## src/rtl/dispensador_bebida.sv

```systemverilog
// Recipe sequencer: latches a drink code and opens the ingredient valves one at a time,
// each for a fixed number of prescaled ticks, then pulses done.
module dispensador_bebida #(
    parameter int TICK_DIV = 100
) (
    input  logic       clk,
    input  logic       rst_n,
    input  logic [2:0] c_type,
    input  logic       start,
    input  logic       abort,
    output logic [3:0] valves,
    output logic       busy,
    output logic       done,
    output logic       err
);
    localparam int PW = (TICK_DIV > 1) ? $clog2(TICK_DIV) : 1;
    localparam logic [PW-1:0] PRE_MAX = PW'(TICK_DIV - 1);

    typedef enum logic [1:0] {S_IDLE, S_RUN, S_DONE} state_t;

    state_t        state_q, state_d;
    logic [2:0]    type_q, type_d;
    logic [1:0]    stage_q, stage_d;
    logic [2:0]    cnt_q, cnt_d;
    logic [PW-1:0] pre_q, pre_d;
    logic [3:0]    valves_q, valves_d;
    logic          busy_q, busy_d;
    logic          done_q, done_d;
    logic          err_q, err_d;
    logic [2:0]    first_nz, next_nz;

    // Stage index: 0 coffee, 1 water, 2 milk, 3 choc
    function automatic logic [2:0] dur_f(input logic [2:0] t, input logic [1:0] s);
        case ({t, s})
            5'b001_00: dur_f = 3'd4;
            5'b001_01: dur_f = 3'd2;
            5'b010_00: dur_f = 3'd4;
            5'b010_01: dur_f = 3'd6;
            5'b011_00: dur_f = 3'd4;
            5'b011_10: dur_f = 3'd4;
            5'b100_00: dur_f = 3'd4;
            5'b100_10: dur_f = 3'd3;
            5'b100_11: dur_f = 3'd2;
            default:   dur_f = 3'd0;
        endcase
    endfunction

    function automatic logic valid_f(input logic [2:0] t);
        valid_f = (t >= 3'd1) && (t <= 3'd4);
    endfunction

    // {found, index} of the lowest non-zero stage at or after 'from'
    function automatic logic [2:0] find_nz(input logic [2:0] t, input logic [2:0] from);
        find_nz = 3'b000;
        for (int i = 3; i >= 0; i--) begin
            if (i >= int'(from) && dur_f(t, 2'(i)) != 3'd0) find_nz = {1'b1, 2'(i)};
        end
    endfunction

    assign first_nz = find_nz(c_type, 3'd0);
    assign next_nz  = find_nz(type_q, {1'b0, stage_q} + 3'd1);

    always_ff @(posedge clk or negedge rst_n) begin
        if (!rst_n) begin
            state_q  <= S_IDLE;
            type_q   <= 3'd0;
            stage_q  <= 2'd0;
            cnt_q    <= 3'd0;
            pre_q    <= '0;
            valves_q <= 4'd0;
            busy_q   <= 1'b0;
            done_q   <= 1'b0;
            err_q    <= 1'b0;
        end else begin
            state_q  <= state_d;
            type_q   <= type_d;
            stage_q  <= stage_d;
            cnt_q    <= cnt_d;
            pre_q    <= pre_d;
            valves_q <= valves_d;
            busy_q   <= busy_d;
            done_q   <= done_d;
            err_q    <= err_d;
        end
    end

    always_comb begin
        state_d = state_q;
        type_d  = type_q;
        stage_d = stage_q;
        cnt_d   = cnt_q;
        pre_d   = pre_q;
        case (state_q)
            S_IDLE: begin
                if (start && !abort && valid_f(c_type)) begin
                    type_d  = c_type;
                    stage_d = first_nz[1:0];
                    cnt_d   = dur_f(c_type, first_nz[1:0]);
                    pre_d   = '0;
                    state_d = S_RUN;
                end
            end
            S_RUN: begin
                if (abort) begin
                    state_d = S_IDLE;
                    cnt_d   = 3'd0;
                    pre_d   = '0;
                end else if (pre_q == PRE_MAX) begin
                    pre_d = '0;
                    // Last tick of a stage hands over to the next one on the same edge
                    if (cnt_q <= 3'd1) begin
                        if (next_nz[2]) begin
                            stage_d = next_nz[1:0];
                            cnt_d   = dur_f(type_q, next_nz[1:0]);
                        end else begin
                            cnt_d   = 3'd0;
                            state_d = S_DONE;
                        end
                    end else begin
                        cnt_d = cnt_q - 3'd1;
                    end
                end else begin
                    pre_d = pre_q + PW'(1);
                end
            end
            default: state_d = S_IDLE;
        endcase
    end

    // Outputs are registered from the next state so they align with it
    always_comb begin
        valves_d = (state_d == S_RUN) ? (4'd1 << stage_d) : 4'd0;
        busy_d   = (state_d == S_RUN);
        done_d   = (state_d == S_DONE);
        err_d    = (state_q == S_IDLE) && start && !abort && !valid_f(c_type);
    end

    assign valves = valves_q;
    assign busy   = busy_q;
    assign done   = done_q;
    assign err    = err_q;
endmodule

```

## config.mk

```make
export PLATFORM = sky130hd
export DESIGN_NAME = dispensador_bebida
export DESIGN_NICKNAME = d
export VERILOG_FILES = /design/src/rtl/dispensador_bebida.sv
export SDC_FILE = /design/constraint.sdc
export NUM_CORES = 1
export LEC_CHECK = 0
export BUFFER_PORTS_ARGS = -buffer_cell sky130_fd_sc_hd__buf_4
export CAP_MARGIN = 5
export CORE_MARGIN = 4
export CORE_UTILIZATION = 55
export DETAILED_ROUTE_END_ITERATION = 10
export PLACE_DENSITY = 0.83
export SETUP_SLACK_MARGIN = 0.2
export SLEW_MARGIN = 20
export SYNTH_ARGS = -nofsm -noshare
export SYNTH_HDL_FRONTEND = slang
export SYNTH_SLANG_ARGS = --single-unit
```

## constraint.sdc

```tcl
create_clock -name clk -period 3.2 [get_ports clk]
set_input_delay 0.48 -clock clk [delete_from_list [all_inputs] [get_ports clk]]
set_output_delay 0.48 -clock clk [all_outputs]
set_load 0.01 [all_outputs]
```

==> Flow_metrics.wiki <==
{| class="wikitable"
! Metric !! Value
|-
| Number of global-route vias before repair || 1067
|-
| Count of final setup violators || 0
|-
| Yosys warning total || 0
|-
| Headroom to the max-slew limit || 0.693
|-
| Min Tclk post-route || 1.93 ns
|-
| Synth-to-layout area growth || 9.80%
|-
| Reg2Reg Launch Point || state_q[1]
|-
| Gr ovfl total || 0
|-
| Placer Congestion || 0.954
|-
| CTS Hold Bufs || 0
|-
| Library cell with the largest summed area after synthesis || sky130_fd_sc_hd__dfrtp_1
|-
| Starting DRC count in detailed routing || 42
|-
| Number of detailed-route iterations in the first pass || 4
|-
| Area fraction in and, or, nand and nor cells after synthesis || 0.274
|-
| Cell area after technology mapping || 1460 sq um
|-
| EDFF count, synth || 0
|-
| Number of nets in the synthesized netlist || 156
|-
| Largest family of logic cells by synthesized area || simple AND/OR/NAND/NOR gates
|-
| Wire length of the first global-routing pass || 4.74 mm
|-
| Sum Neg Setup Slack || 0 ns
|-
| All-Layer GR Usage || 0.178
|-
| Die Ht || 59.4 microns
|-
| Top cells by area in the synthesized netlist || sky130_fd_sc_hd__dfrtp_1 (41%), sky130_fd_sc_hd__a21oi_1 (3.1%), sky130_fd_sc_hd__nor2_1 (2.8%)
|-
| CP Launch Type || flip-flop
|-
| TritonCTS clock tree || done
|-
| Critical setup path kind || reg2reg
|-
| Achievable frequency || 518 MHz
|-
| Post-CTS setup buffers || 0
|-
| Initial cell density of the core || 0.582
|-
| Count of input and output buffers || 13
|-
| Post-synthesis compound-gate area fraction || 0.182
|-
| Static Leak || 0.715 nW
|-
| I/O Pins || 14
|-
| Routed wl met2 || 1.31 mm
|-
| Clock H-tree levels || 1
|-
| Worst Clk Skew || 0.00747 ns
|-
| Buffering stage count on the worst path with inverters included || 0
|-
| Routed via count divided by cell count || 5.95
|-
| CTS max path bufs || 2
|-
| Slowest cell on the critical path || sky130_fd_sc_hd__or4b_4
|-
| Cell family contributing the most delay on the critical path || simple AND/OR/NAND/NOR gates
|-
| Avg Synthesized Cell Area || 9.97 sq um
|-
| Routed Wire Length || 2.71 mm
|-
| Worst hold margin || 0.0275 ns
|-
| Fin cells || 186
|-
| Result of the run || finished, final reports clean
|-
| Skew-Pair Late Insertion Delay || 0.32 ns
|-
| Count of maximum capacitance violations || 0
|-
| Number of max-slew violations in the final report || 0
|-
| Mux contribution to synthesized area || 0.0232
|-
| Synthesis-stage register bit count || 24
|-
| Sum of routed wire segments on met1 || 1.23 mm
|-
| R2R Path End || valves[1]
|-
| DR DRC count || 0
|-
| Transition time of the tightest slew-check pin || 0.458 ns
|-
| Top-area cell type share of the netlist area || 0.413
|-
| RSZ-0062 raised after global routing || no
|-
| Post-synth top flop || sky130_fd_sc_hd__dfrtp_1
|-
| Vias post-DR || 1107
|-
| Antenna Violating Nets Remaining || 0
|-
| Std cell rows || 18
|-
| Adder-cell share of the synthesized area || 0.0258
|-
| Largest net degree at the start of global routing || 25
|-
| Critical path required time || 3.44 ns
|-
| Routed wire length on met3 || 113 microns
|-
| Fraction of layout cells with a size suffix above 1 || 0.231
|-
| Reg2reg setup slack || 1.27 ns
|-
| Average wire per standard cell || 14.6 microns
|-
| Cell depth of the worst flop-to-flop path || 5
|-
| CTS buffer count || 3
|-
| Layout filler cell count || 193
|-
| Synth Instances || 146
|-
| Die Area || 3530 sq um
|-
| Largest fanout of any net on the critical path || 10
|-
| Count of clock tree sinks || 24
|-
| Synth async-reset ratio || 1.00
|-
| Share of synthesized area occupied by flip-flops and latches || 0.413
|-
| Hold Vio Cnt, Final || 0
|-
| Worst hold path class || in2async
|-
| Number of instances resized during post-cts repair || 0
|-
| Net count of the finished layout || 167
|-
| Post-DP HPWL || 2.06 mm
|-
| Chip width || 59.4 microns
|-
| Highest signal layer in the routed design || met4
|-
| Clock-pin slew reported for the worst setup and hold paths after clock tree synthesis || 0.13 ns
|-
| Number of antenna violations at the first check in global routing || 0
|-
| Portion of the clock cycle consumed by the worst path in the final layout || 0.603
|-
| Category of the worst setup path capture point || flip-flop
|-
| Count of inserted antenna diode cells || 0
|-
| Clock tree root driver cell || sky130_fd_sc_hd__clkbuf_4
|-
| Core Box Area || 2500 sq um
|-
| Series of cell instances along the critical path || or4b_4, nor4_4, o211a_1, o21ai_2, nor3b_2
|-
| Post-synthesis cell type count || 57
|-
| Peak ir drop on the vdd network || 0.000453 V
|-
| Power density cells || 462 nW/um^2
|-
| Critical path's largest stage delay || 0.57 ns
|-
| Placed Instances || 182
|-
| Critical path data arrival time || 2.18 ns
|-
| Xor and xnor area share after synthesis || 0.0301
|}
==> synthesized netlist by cell type (2+ instances only) <==
cell                       number
sky130_fd_sc_hd__a21oi_1        9
sky130_fd_sc_hd__and2_1         2
sky130_fd_sc_hd__and2b_1        2
sky130_fd_sc_hd__and3_1         2
sky130_fd_sc_hd__buf_2          3
sky130_fd_sc_hd__buf_4          2
sky130_fd_sc_hd__dfrtp_1       24
sky130_fd_sc_hd__ha_1           3
sky130_fd_sc_hd__inv_1          7
sky130_fd_sc_hd__mux2_2         3
sky130_fd_sc_hd__nand2_1        9
sky130_fd_sc_hd__nand2b_1       4
sky130_fd_sc_hd__nand3_1        4
sky130_fd_sc_hd__nand3b_1       2
sky130_fd_sc_hd__nand4_1        2
sky130_fd_sc_hd__nor2_1        11
sky130_fd_sc_hd__nor3_1         3
sky130_fd_sc_hd__nor3_2         2
sky130_fd_sc_hd__nor3b_1        2
sky130_fd_sc_hd__o21ai_0        8
sky130_fd_sc_hd__o21ai_2        2
sky130_fd_sc_hd__o22a_1         2
sky130_fd_sc_hd__xnor2_1        4
==> layer usage <==
metal	vias up	GRT usage
met5	-	0
met4	0	0.0680
met3	7	0.0305
met2	26	0.287
met1	531	0.238
li1	543	-
==> where the power goes <==
| part | internal, mW | total (mW) | switching [mW] |
|---|---|---|---|
| Clock | 0.127 | 0.219 | 0.0925 |
| Combinational | 0.0764 | 0.160 | 0.0836 |
| Sequential | 0.326 | 0.359 | 0.0332 |
==> layout by cell type, fill, tap and decap left out, drive strengths merged, types with 3 or more instances in the layout <==
| master | n |
|---|---|
| dfrtp | 24 |
| nor4 | 3 |
| nand3 | 4 |
| buf | 13 |
| xnor2 | 4 |
| nand2 | 9 |
| nor2 | 11 |
| nand2b | 4 |
| ha | 3 |
| mux2 | 3 |
| nor3 | 5 |
| a21oi | 9 |
| nor3b | 3 |
| clkbuf | 3 |
| o21ai | 11 |
| inv | 8 |
==> registers in the layout (all words and copies together) (netlist names) <==
| name | cells |
|---|---|
| busy | 1 |
| cnt_q | 3 |
| done | 1 |
| err | 1 |
| pre_q | 7 |
| stage_q | 2 |
| state_q | 2 |
| type_q | 3 |
| valves | 4 |
==> kinds of logic (layout without fill, tap and decap cells) <==
logic type | count (synthesis) | after routing
AND/OR/NAND/NOR | 58 | 58
AO/OA/AOI/OAI | 38 | 38
flip-flops | 24 | 24
buffers and inverters | 15 | 25
XOR/XNOR | 5 | 5
adder cells (fa/ha/maj) | 3 | 3
multiplexers | 3 | 3
==> layout make-up <==
type                    instances  area (sq um)  share of cell area
clock buffers                   3          22.5              0.0141
clock inverters                 1          30.0              0.0188
inverters                       8          30.0              0.0188
repair buffers                 13          97.6              0.0611
well taps                      30          37.5              0.0235
multi-input cells             107           779               0.488
flip-flops and latches         24           601               0.376
==> per-stage QoR <==
step | setup slack, ns | area, sq um | total power, mW | utilization
3_5_place_dp | 1.18 | 1550 | 0.525 | 0.618
2_1_floorplan | 1.35 | 1460 | 0.486 | -
6_report | 1.27 | 1600 | 0.738 | 0.639
3_3_place_gp | 1.19 | 1550 | 0.518 | 0.618
5_1_grt | 1.14 | 1600 | 0.788 | 0.639
4_1_cts | 1.28 | 1600 | 0.744 | 0.639
==> worst max-delay path by stage <==
stage               cells after the start       start  slack [ns]        end
floorplan                               7       abort        1.35  valves[2]
CTS                                     5  state_q[1]        1.28  valves[1]
detailed placement                      6       abort        1.18  valves[1]
global placement                        7       abort        1.19  valves[2]
global route                            6    pre_q[0]        1.14   cnt_q[0]
finish                                  5  state_q[1]        1.27  valves[1]
Power figures use the tool's default switching activity.
